===== src/rtl/lfsr_prng_stream.sv =====
// Fibonacci LFSR word source: OUT_W fresh LFSR bits per word, delivered on a valid/ready stream.
// Define LFSR_PRNG_LOCKUP_EN to reject zero seeds and recover from an all-zero state.
module lfsr_prng_stream #(
    parameter int               WIDTH = 64,
    parameter logic [WIDTH-1:0] TAPS  = 64'hD800_0000_0000_0000,
    parameter logic [WIDTH-1:0] SEED  = 64'hFEDC_BA98_7654_3210,
    parameter int               OUT_W = 64
) (
    input  logic             clk,
    input  logic             s_rst,
    input  logic             en,
    input  logic             seed_load,
    input  logic [WIDTH-1:0] seed_in,
    output logic             out_valid,
    input  logic             out_ready,
    output logic [OUT_W-1:0] out_data,
    output logic             lockup_err
);

    logic [WIDTH-1:0] st;
    logic [WIDTH-1:0] st_adv;
    logic             take;
    logic             gen;
    logic             seed_zero;
    logic             state_zero;

    // OUT_W single steps unrolled into one combinational advance.
    function automatic logic [WIDTH-1:0] advance(input logic [WIDTH-1:0] s);
        logic [WIDTH-1:0] t;
        t = s;
        for (int i = 0; i < OUT_W; i++) begin
            t = {t[WIDTH-2:0], ^(t & TAPS)};
        end
        return t;
    endfunction

    assign st_adv = advance(st);

    // Stream handshake: a word transfers on every rising edge where out_valid && out_ready;
    // while out_valid && !out_ready, out_data and the LFSR state do not change.
    assign take = out_valid && out_ready;
    assign gen  = en && (!out_valid || out_ready);

`ifdef LFSR_PRNG_LOCKUP_EN
    assign seed_zero  = seed_load && (seed_in == '0);
    assign state_zero = (st == '0);

    always_ff @(posedge clk) begin
        if (s_rst) begin
            lockup_err <= 1'b0;
        end else begin
            lockup_err <= seed_zero || (!seed_load && gen && state_zero);
        end
    end
`else
    assign seed_zero  = 1'b0;
    assign state_zero = 1'b0;
    assign lockup_err = 1'b0;
`endif

    always_ff @(posedge clk) begin
        if (s_rst) begin
            st        <= SEED;
            out_data  <= '0;
            out_valid <= 1'b0;
        end else if (seed_load) begin
            // Reseeding discards any pending word so consumers never see a stale-sequence value.
            st        <= seed_zero ? SEED : seed_in;
            out_valid <= 1'b0;
        end else if (gen && state_zero) begin
            st        <= SEED;
            out_valid <= 1'b0;
        end else if (gen) begin
            st        <= st_adv;
            out_data  <= st_adv[OUT_W-1:0];
            out_valid <= 1'b1;
        end else if (take) begin
            out_valid <= 1'b0;
        end
    end

endmodule


===== config.mk =====
export PLATFORM = sky130hd
export DESIGN_NAME = lfsr_prng_stream
export DESIGN_NICKNAME = d
export VERILOG_FILES = /design/src/rtl/lfsr_prng_stream.sv
export SDC_FILE = /design/constraint.sdc
export NUM_CORES = 1
export LEC_CHECK = 0
export CAP_MARGIN = 5
export CORE_MARGIN = 1
export CORE_UTILIZATION = 39
export DETAILED_ROUTE_END_ITERATION = 8
export GPL_TIMING_DRIVEN = 0
export SLEW_MARGIN = 20
export SYNTH_ARGS = -nofsm -noshare
export SYNTH_HDL_FRONTEND = slang
export SYNTH_SLANG_ARGS = --single-unit
export TNS_END_PERCENT = 20

===== constraint.sdc =====
create_clock -name clk -period 3.4 [get_ports clk]
set_input_delay 0.51 -clock clk [delete_from_list [all_inputs] [get_ports clk]]
set_output_delay 0.51 -clock clk [all_outputs]
set_load 0.005 [all_outputs]

Yosys cells after proc, flatten, opt, wreduce, memory -nomap -nowiden. Cells that the tools add are included.

Output and inout port bits: 66. Word-level logic and storage cells: 80. Input bits: 69. Bits in registers: 129.

Reduce and logical (&&, ||, !) cells: 72. Bitwise operators: 1. Multiplexer cells: 4.

Operators with widths (count): $reduce_xor A64 Y1 (64); $mux W64 (2); $reduce_bool A2 Y1 (2); $logic_and A1 B1 Y1 (2); $mux W1 (2); $reduce_and A2 Y1 (1); $reduce_or A2 Y1 (1); $logic_not A1 Y1 (1); $logic_or A1 B1 Y1 (1); $not A1 Y1 (1).

Depth between registers and ports, before layout. Gate-level depths: netlist (run 1).

Depth after elaboration: 5. Depth in mapped cells: 6. Mapped depth without buffers: 4.

Worst setup path after synthesis (run 1). No wires, ideal clock.

Path kind: input -> register. From: input port en. To: register out_data[12]. Setup time: 0.138 ns. Arrival time: 1.748 ns. Buffers on the path: 3. Stages on the path: 6. Setup slack: 1.514 ns. Data required time: 3.262 ns. Path through: clkbuf_1 inv_2 nor3_2 clkbuf_8 clkbuf_1 a211oi_1.

Longest elaborated chain between the ends: 2.

RTL lines: from (decl) (line 11) `input logic en,`; $logic_and A1 B1 Y1 (line 42) `assign gen = en && (!out_valid || out_ready);`; $reduce_and A2 Y1 (no line); to (signal assigned) (line 75) `out_data <= st_adv[OUT_W-1:0];`; to (decl) (line 16) `output logic [OUT_W-1:0] out_data,`.

No other way between the ends. A chain may end at the register's enable or synchronous reset.

Final worst setup path (run 1).
From: input port out_ready. To: register out_data[43].

Longest elaborated chain between the ends: 3.

RTL lines: from (decl) (line 15) `input logic out_ready,`; $logic_or A1 B1 Y1 (line 42); $logic_and A1 B1 Y1 (line 42); $reduce_and A2 Y1 (no line).

No other way between the ends.

==> qor.yml, run 1 <==
worst_setup_path:
  worst-setup-path-type: "in -> reg"
  critPathSlowestCell: "nor3_2"
  cp-end-kind: "flop"
  required_ps: 3660
  critPathBufInv: 4
  cp.arrival_ps: 3070
  max_stage_delay_ps: 770
  critical_path.top_delay_family: "buffers and inverters"
  crit_top_cell: "clkbuf_1"
  startpoint_type: "input pin"
  worstPathCellList: "clkdlybuf4s50_1, nor2b_1, clkbuf_1, nor3_2, clkbuf_8, clkbuf_1, a211oi_1"
  worstPathMaxFanout: 10
sta:
  max_freq_ghz: 0.3558
  slew_viol_final: 0
  skew_ps: 8.361
  worst_slew_pin_slew_ps: 975.4
  finalSetupTns_ps: 0
  max_slew_margin: 0.3462
  rsz0062_at_grt: "false"
  period_needed_ps: 2811
  finalHoldViolCount: 0
  setup_viol: 0
  timing.final.crit_share: 0.8268
hold_path:
  hp-class: "in -> reg"
routing:
  drt_wl_total_mm: 20.62
  routedWlPerCell_um: 16.85
  routed_via_density: 4.933
  drcViolationCount: 0
  drtIter0Drc: 331
  first_pass_iters: 4
  final_antenna_net_count: 0
  dr_total_vias: 6038
placed_design:
  gp_congestion: 0.7952
  io_buffers: 131
  dp_hpwl_mm: 15.25
synthesis:
  async_reset_ff_frac: 0
  synth_compound_area_frac: 0.1506
  synth-xor-area-share: 0.3503
  syn_area_per_cell_um2: 9.586
  synth.area.mux_share: 0
  ys_types: 39
  yosysTopAreaCell: "dfxtp_1"
  ys_ff_latch: 129
  synth-adder-area-share: 0
  synthDominantCellAreaShare: 0.3363
  synth_top_family_by_area: "XOR/XNOR gates"
  yosys.area_share.simple: 0.1010
  synth_cells: 801
  synth_nets: 870
  ys_seq_area_frac: 0.3363
  yosysWarnings: 0
  synthTopCellsByArea: "dfxtp_1 (34%), xnor2_1 (17%), xnor3_1 (14%)"
  synthFlopType: "dfxtp_1"
  syn_area_um2: 7679
  synth_edf_count: 0
floorplanning:
  die_x_um: 142.3
  initial_core_util: 0.4037
  core_area_um2: 19020
  ios: 135
  fp-row-count: 50
  die_area_um2: 20250
  die_h_um: 142.3
grt:
  antenna_found_initial: 0
  grt_usage: 0.2115
  grt_max_degree: 17
  overflow: 0
  grt_pass1_wl_mm: 32.31
  grt_pass1_vias: 5940
clock_network:
  clock_path_buffers: 2
  cts.sink_count: 129
  hold_buffers: 0
  numCtsBuffers: 17
  clk-insertion-delay-late_ps: 420
  cts_setup_buffers: 0
  path_clk_slew_ps: 60
  cts_tree: "done"
  cts_root_buf: "clkbuf_16"
  cts_htree_levels: 4
  postCtsResizedCells: 0
layout:
  final_common_cell: "xnor2_1"
  final_cell_mix: "xnor2_1 (150), clkdlybuf4s50_1 (131), dfxtp_1 (129)"
  nFillCells: 1832
  diodes: 0
  drive_above_1_share: 0.04564
  area_delta_synth_final_pct: 28.97
  fin_nets: 1020
run_status:
  outcome: "finished clean"
job:
  cap_violations: 0
power:
  power_leakage_nw: 3.711
  p_per_area_nw_per_um2: 569.8
  power_mw: 5.643
  peakVddDrop_mv: 0.3443
## report_power, final
group	total, mW	leakage (nW)	switching (mW)	internal (mW)
logic	2.03	2.35	0.910	1.12
registers	1.76	1.07	0.0847	1.68
clock network	1.85	0.294	0.683	1.17
## metal layers
metal  GRT usage  share of wire  vias up
li1            -              -     3056
met1      0.2880           0.48     2831
met2      0.3406           0.47      147
met3     0.03735          0.043        4
met4     0.06395         0.0052        0
met5           0              0        -
## layout make-up
type                       count  area, µm²  share of cell area
multi-input combinational    562       4626              0.4671
sequential                   129       2582              0.2608
timing repair buffer         131       1311              0.1324
buffer                       107      459.2             0.04637
clock buffer                  21      450.4             0.04548
tap                          260      325.3             0.03285
clock inverter                11      137.6             0.01390
inverter                       3      11.26            0.001137
## cells by family after synthesis
group | Yosys count
buffers and inverters | 110
AO/OA/AOI/OAI | 159
other | 1
XOR/XNOR | 222
AND/OR/NAND/NOR | 180
flip-flops | 129
## final timing paths
path                            startpoint                   endpoint  slack [ps]  cells past startpoint
setup / recovery                 out_ready  out_data[43]$_SDFFE_PP0P_         590                      7
hold / removal                       s_rst        st[62]$_SDFFE_PP1P_         470                      3
setup reg to reg    out_valid$_SDFFE_PP0P_  out_data[43]$_SDFFE_PP0P_         770                      6
hold reg to reg   out_data[3]$_SDFFE_PP0P_   out_data[3]$_SDFFE_PP0P_         480                      2
## synth_stat cells (5+ instances only)
| library cell | count |
|---|---|
| nor3_1 | 48 |
| nand2_1 | 26 |
| xnor3_1 | 49 |
| xor2_1 | 18 |
| a21oi_1 | 14 |
| dfxtp_1 | 129 |
| a31oi_1 | 6 |
| a211o_1 | 11 |
| clkbuf_1 | 99 |
| a211oi_1 | 95 |
| o21ai_0 | 5 |
| nor2_1 | 91 |
| xnor2_1 | 150 |
| o211ai_1 | 20 |
## stage by stage
stage	utilization	std cells	hold WS (ps)	cell area [µm²]	setup slack [ps]
floorplan	-	801	464.2	7679	1514
global placement	0.4898	1192	459.5	9315	151.9
detailed placement	0.4898	1192	467.9	9315	149.0
CTS	0.5207	1224	466.3	9903	580.6
global route	0.5207	1224	489.3	9903	465.4
finish	0.5207	1224	474.9	9903	589.1
## sequential cells by signal (all words and copies together) (netlist names)
name,count
out_data,64
out_valid,1
st,64
## worst min-delay path: stages
cell	delay (ps)
clkbuf_8	130
inv_1	120
o21ai_0	90
No activity file was read; power rests on OpenSTA's default activity.
==> run 2: changes to the inputs <==
clock period = 2.9 ns   (was 3.4 ns; I/O delays follow)
==> results of run 2 <==
Same layout as run 1 (identical final DEF). Status: finished clean.
Main changes from that run: setup slack after placement 149.0 ps -> -276.0 ps; setup slack after layout 589.1 ps -> 164.1 ps; hold slack 474.9 ps -> 399.9 ps; register-to-register setup slack 770 ps -> 270 ps; total power 5.643 mW -> 6.616 mW; worst IR drop on VDD 0.3443 mV -> 0.4037 mV
==> run 3: changes to the inputs <==
CTS_CLUSTER_DIAMETER = 100   (was default)
==> results of run 3 <==
Same layout as run 1 (identical final DEF). Status: finished clean.
Main changes from that run: setup slack after placement 149.0 ps -> -276.0 ps; setup slack after layout 589.1 ps -> 164.1 ps; hold slack 474.9 ps -> 399.9 ps; register-to-register setup slack 770 ps -> 270 ps; total power 5.643 mW -> 6.616 mW; worst IR drop on VDD 0.3443 mV -> 0.4037 mV
